<file path="src/rtl/cp0_exc_ctrl.sv">
// ---------------------------------------------------------------------------
// cp0_exc_ctrl
//   Coprocessor-0 exception / interrupt controller sitting at the M stage.
//   Decides whether the instruction in M traps (synchronous exception code
//   carried down the pipe, or an enabled hardware interrupt). It holds the
//   SR, Cause and EPC registers, returns PRId, and serves mfc0, mtc0 and eret.
//
// Ports
//   clk        in   1   system clock, all state on rising edge
//   reset_n    in   1   asynchronous active-low reset
//   PCIn       in   32  PC of the instruction in M (victim PC)
//   BDIn       in   1   M instruction is in a branch delay slot
//   ExcCodeIn  in   5   accumulated exception code, 0 = none
//   HWInt      in   6   level-sensitive hardware interrupt lines
//   CP0Addr    in   5   mfc0/mtc0 register number
//   CP0WE      in   1   mtc0 in M
//   CP0WD      in   32  mtc0 write data
//   EXLClr     in   1   eret in M
//   CP0RD      out  32  mfc0 read data (combinational, pre-edge state)
//   IntReq     out  1   trap this cycle: flush and redirect to HandlerPC
//   EPCOut     out  32  current EPC register (eret target)
//   HandlerPC  out  32  constant exception entry address
//
// There is no handshake: IntReq is a single-cycle combinational request that
// the pipeline must act on in the same cycle it is asserted.
// ---------------------------------------------------------------------------
module cp0_exc_ctrl #(
  parameter logic [31:0] PRID       = 32'h0000_7777,
  parameter logic [31:0] HANDLER_PC = 32'h0000_4180
) (
  input  logic        clk,
  input  logic        reset_n,
  input  logic [31:0] PCIn,
  input  logic        BDIn,
  input  logic [4:0]  ExcCodeIn,
  input  logic [5:0]  HWInt,
  input  logic [4:0]  CP0Addr,
  input  logic        CP0WE,
  input  logic [31:0] CP0WD,
  input  logic        EXLClr,
  output logic [31:0] CP0RD,
  output logic        IntReq,
  output logic [31:0] EPCOut,
  output logic [31:0] HandlerPC
);

  localparam logic [4:0] ADDR_SR    = 5'd12;
  localparam logic [4:0] ADDR_CAUSE = 5'd13;
  localparam logic [4:0] ADDR_EPC   = 5'd14;
  localparam logic [4:0] ADDR_PRID  = 5'd15;

  // SR fields
  logic [5:0]  sr_im;
  logic        sr_exl;
  logic        sr_ie;
  // Cause fields
  logic        cause_bd;
  logic [5:0]  cause_ip;
  logic [4:0]  cause_exc;
  // EPC
  logic [31:0] epc;

  logic        int_pend;
  logic        exc_pend;
  logic [31:0] victim_pc;
  logic [31:0] sr_word;
  logic [31:0] cause_word;

  // Interrupts win over synchronous exceptions; both are masked while EXL=1.
  assign int_pend = (|(HWInt & sr_im)) & sr_ie & ~sr_exl;
  assign exc_pend = (ExcCodeIn != 5'd0) & ~sr_exl;
  assign IntReq   = int_pend | exc_pend;

  // A delay-slot victim restarts at its branch so the branch is re-executed.
  assign victim_pc = BDIn ? (PCIn - 32'd4) : PCIn;

  assign sr_word    = {16'b0, sr_im, 8'b0, sr_exl, sr_ie};
  assign cause_word = {cause_bd, 15'b0, cause_ip, 3'b0, cause_exc, 2'b0};

  always_ff @(posedge clk or negedge reset_n) begin
    if (!reset_n) begin
      sr_im     <= 6'd0;
      sr_exl    <= 1'b0;
      sr_ie     <= 1'b0;
      cause_bd  <= 1'b0;
      cause_ip  <= 6'd0;
      cause_exc <= 5'd0;
      epc       <= 32'd0;
    end else begin
      cause_ip <= HWInt;
      if (IntReq) begin
        // The trapping instruction is flushed, so any mtc0/eret it carries
        // is dropped.
        sr_exl    <= 1'b1;
        cause_bd  <= BDIn;
        cause_exc <= int_pend ? 5'd0 : ExcCodeIn;
        epc       <= {victim_pc[31:2], 2'b00};
      end else begin
        if (CP0WE) begin
          case (CP0Addr)
            ADDR_SR: begin
              sr_im  <= CP0WD[15:10];
              sr_exl <= CP0WD[1];
              sr_ie  <= CP0WD[0];
            end
            ADDR_EPC: epc <= CP0WD;
            default: ;
          endcase
        end
        // Placed after the mtc0 so eret overrides an SR write in the same cycle.
        if (EXLClr) sr_exl <= 1'b0;
      end
    end
  end

  always_comb begin
    CP0RD = 32'd0;
    case (CP0Addr)
      ADDR_SR:    CP0RD = sr_word;
      ADDR_CAUSE: CP0RD = cause_word;
      ADDR_EPC:   CP0RD = epc;
      ADDR_PRID:  CP0RD = PRID;
      default:    CP0RD = 32'd0;
    endcase
  end

  assign EPCOut    = epc;
  assign HandlerPC = HANDLER_PC;

endmodule

</file>
<file path="config.mk">
export PLATFORM = sky130hd
export DESIGN_NAME = cp0_exc_ctrl
export DESIGN_NICKNAME = d
export VERILOG_FILES = /design/src/rtl/cp0_exc_ctrl.sv
export SDC_FILE = /design/constraint.sdc
export NUM_CORES = 1
export LEC_CHECK = 0
export ABC_AREA = 1
export BUFFER_PORTS_ARGS = -buffer_cell sky130_fd_sc_hd__buf_2
export CAP_MARGIN = 20
export CORE_UTILIZATION = 30
export DETAILED_ROUTE_END_ITERATION = 16
export GPL_ROUTABILITY_DRIVEN = 1
export GPL_TIMING_DRIVEN = 0
export HOLD_SLACK_MARGIN = 0.1
export PLACE_DENSITY_LB_ADDON = 0.05
export REMOVE_ABC_BUFFERS = 1
export SLEW_MARGIN = 40
export SYNTH_ARGS = -nofsm -noshare
export SYNTH_HDL_FRONTEND = slang
export SYNTH_SLANG_ARGS = --single-unit
</file>
<file path="constraint.sdc">
create_clock -name clk -period 2.1 [get_ports clk]
set_input_delay 0.315 -clock clk [delete_from_list [all_inputs] [get_ports clk]]
set_output_delay 0.315 -clock clk [all_outputs]
set_load 0.01 [all_outputs]
</file>
==> summary.md <==
| Metric | Value |
|---|---|
| IO Pins | 182 |
| Core outline area | 12800 um^2 |
| Slowest library cell on the worst path | clkinvlp_4 |
| Worst-path cell chain | buf_2 -> nand2_1 -> nor2_4 -> nand2_4 -> clkinvlp_4 -> nand2_1 -> nand4_1 -> buf_2 |
| Tot GR Track Use | 20.7% |
| Layout fillers | 1439 |
| Post-synth top flop | dfrtp_1 |
| Htree depth | 2 |
| CP max stage delay | 0.39 ns |
| Post-DP HPWL | 9.93 mm |
| Chip Width | 117 um |
| Final worst slack | 0.147 ns |
| First DRT Iteration DRCs | 194 |
| CTS tree | done |
| Final setup fails | 0 |
| Setup bufs post-CTS | 0 |
| Dpl ws | -0.325 ns |
| First-pass GRT wire length | 20.9 mm |
| GRT overflow | 0 |
| Worst-path clk slew | 0.08 ns |
| Cell Area, Synth | 3970 um^2 |
| Reg area | 1300 um^2 |
| Static Leakage | 2.86 nW |
| Area Growth Syn to Fin | 23.7% |
| Detail Route Antenna Nets | 0 |
| Area leader, netlist | dfrtp_1 |
| WS Path Type | input pin to output port |
| Worst IR Drop VDD | 344 uV |
| Row count | 41 |
| Sum Neg Setup Slack | 0 ns |
| RD Place Congestion | 0.839 |
| Post-layout net count | 863 |
| Ys Warns | 0 |
| Slew Limit Fails | 0 |
| DIE HEIGHT | 117 um |
| Hold WC Path Type | input pin to flip-flop |
| Fin crit period | 1.95 ns |
| Sink Count | 52 |
| Final Cycle Share | 93.0% |
| CTS buffer count | 5 |
| Cell count after synthesis | 638 |
| Max Fclk | 0.512 GHz |
| Slew of the pin with the lowest slew margin | 0.721 ns |
| Ant diodes | 0 |
| Clock Skew | 0.0106 ns |
| Layout cell share with drive strength beyond 1 | 22.8% |
| Later-pin clock latency in the skew report | 0.31 ns |
| Tot Pwr | 0.00480 W |
| WP buf/inv | 3 |
| Initial antenna violation count | 0 |
| Async S/R FF share, synth | 100% |
| WP data required | 1.78 ns |
| Area of the multi-input gates | 2100 um^2 |
| Worst setup EP type | output port |
| DRC | 0 |
| Top cells by area, synth | dfrtp_1 33%, nand2_1 20%, inv_1 9.5% |
| DR vias | 4227 |
| Post-Route WL | 13.7 mm |
| Worst hold slack | 0.123 ns |
| CP Launch Type | input pin |
| Synthesized area per cell | 6.23 um^2 |
| DRT Pass-1 Iters | 5 |
| Crit path max-delay family | buffers and inverters |
| Post-layout util | 38.5% |
| Area share of the largest cell type after synthesis | 32.7% |
| Slew HR | 51.9% |
| Sequential share of the synthesized area | 32.7% |
| Post-synth EDFFs | 0 |
| Number of register bits inferred by synthesis | 52 |
| Max cap viols | 0 |
| DR vias/cell | 4.45 |
| Vias in the first global route | 3909 |
| Starting density of the core | 31.1% |
| Final hold viol count | 0 |
| Die area | 13700 um^2 |
| Clock Tree Buf Depth | 2 |
| Largest net degree at the start of global routing | 53 |
| Root Driver | clkbuf_16 |
| Max FO, Critical Path | 18 |
| CP Data Arrival Time | 1.64 ns |
| Netlist cell types | 26 |
| PD cells | 977 nW/um^2 |
| Drt wl/cell | 14.4 um |
| Outcome | finished clean |
| Port bufs | 147 |
[cell usage after synthesis, types with 2 or more instances]
cell / n
nand2_1: 217
inv_1: 101
nor2_1: 75
dfrtp_1: 52
nand3_1: 40
buf_4: 34
o21ai_0: 26
o21ai_1: 22
nand4_1: 11
xor2_1: 11
buf_2: 10
a21oi_1: 5
o211ai_1: 5
nor2_4: 4
nor3_1: 4
nand2_2: 3
nor2_2: 3
buf_6: 2
clkbuf_1: 2
conb_1: 2
inv_2: 2
nand2_4: 2
nand3_2: 2
[what timing repair did]
action,CTS,global route
cloned,2,1
setup endpoints to repair,38,22
pin swaps,2,1
hold endpoints to repair,40,0
gates resized for setup,5,2
hold buffers,1,0
[worst reg2reg max path, cell delays in order (launching register included)]
cell and delay [ns]:
dfrtp_1 0.40, nand2_1 0.08, nand2_1 0.05, a21oi_1 0.12
nand2_1 0.10, nand3_4 0.19, nand2_8 0.18, inv_8 0.23
nand2_2 0.22, nor2_1 0.14, nor2_1 0.05
[stage by stage]
stage,std cells,area [um^2]
6_report,950,4910
5_1_grt,950,4910
4_1_cts,949,4900
3_5_place_dp,938,4690
3_3_place_gp,938,4690
2_1_floorplan,619,3740
[placed cells by master, fill, tap and decap left out, types with 2 or more instances in the layout]
| cell type | count |
|---|---|
| nor3_1 | 4 |
| o211ai_1 | 5 |
| o21ai_1 | 21 |
| conb_1 | 32 |
| o21ai_0 | 26 |
| inv_8 | 2 |
| nand2_1 | 217 |
| xor2_1 | 11 |
| clkbuf_16 | 5 |
| inv_1 | 100 |
| inv_2 | 2 |
| clkinvlp_4 | 2 |
| buf_2 | 146 |
| nand4_1 | 11 |
| nand3_1 | 40 |
| dfrtp_1 | 52 |
| a21oi_1 | 5 |
| nand2_2 | 3 |
| nand2_4 | 3 |
| nor2_4 | 5 |
| nor2_2 | 3 |
| nor2_1 | 75 |
[cell type report]
class	count	area share [%]
multi-input cells	466	42.6
flip-flops and latches	52	26.5
repair buffers	148	15.2
inverters	104	8.17
well taps	172	4.38
clock buffers	5	2.55
clock inverters	3	0.560
[routing by layer]
metal  wire (um)  GRT usage [%]  vias up
li1            -              -     2156
met1        6440           27.5     1930
met2        6330           34.6      134
met3         822           4.22        7
met4         110           4.64        0
met5           0              0        -
[registers in the layout, summed over array words and instances (netlist names)]
name	flops
cause_bd	1
EPCOut	32
cause_exc	5
sr_exl	1
cause_ip	6
sr_ie	1
sr_im	6
[where the power goes]
part,leakage (nW),switching (W),total (W),internal (W)
clock network,0.0719,0.000439,0.000894,0.000454
registers,0.620,0.000295,0.00171,0.00142
logic,2.17,0.00146,0.00219,0.000739
total,2.86,0.00219,0.00480,0.00261
[final timing paths]
kind / from / endpoint / slack, ns / cells after the start
min in group asynchronous: reset_n / cause_ip[1] / 0.59 / 2
setup / recovery: CP0Addr[3] / CP0RD[14] / 0.15 / 8
setup reg to reg: sr_im[2] / sr_exl / 0.24 / 10
max in group asynchronous: reset_n / EPCOut[0] / 1.01 / 2
hold / removal: HWInt[1] / cause_ip[1] / 0.12 / 1
hold reg to reg: EPCOut[22] / EPCOut[22] / 0.51 / 2
[kinds of logic (layout without fill, tap and decap cells)]
family | count (synthesis) | in the layout | synth area share [%]
and+or+nand+nor | 361 | 364 | 38.0
buffers and inverters | 153 | 260 | 18.7
AOI/OAI and AO/OA | 58 | 58 | 7.62
DFF | 52 | 52 | 32.7
xor gates and xnor gates | 11 | 11 | 2.42
other | 2 | 32 | 0.189
adders and majority gates | 1 | 1 | 0.315
No activity file was read; power rests on OpenSTA's default activity.
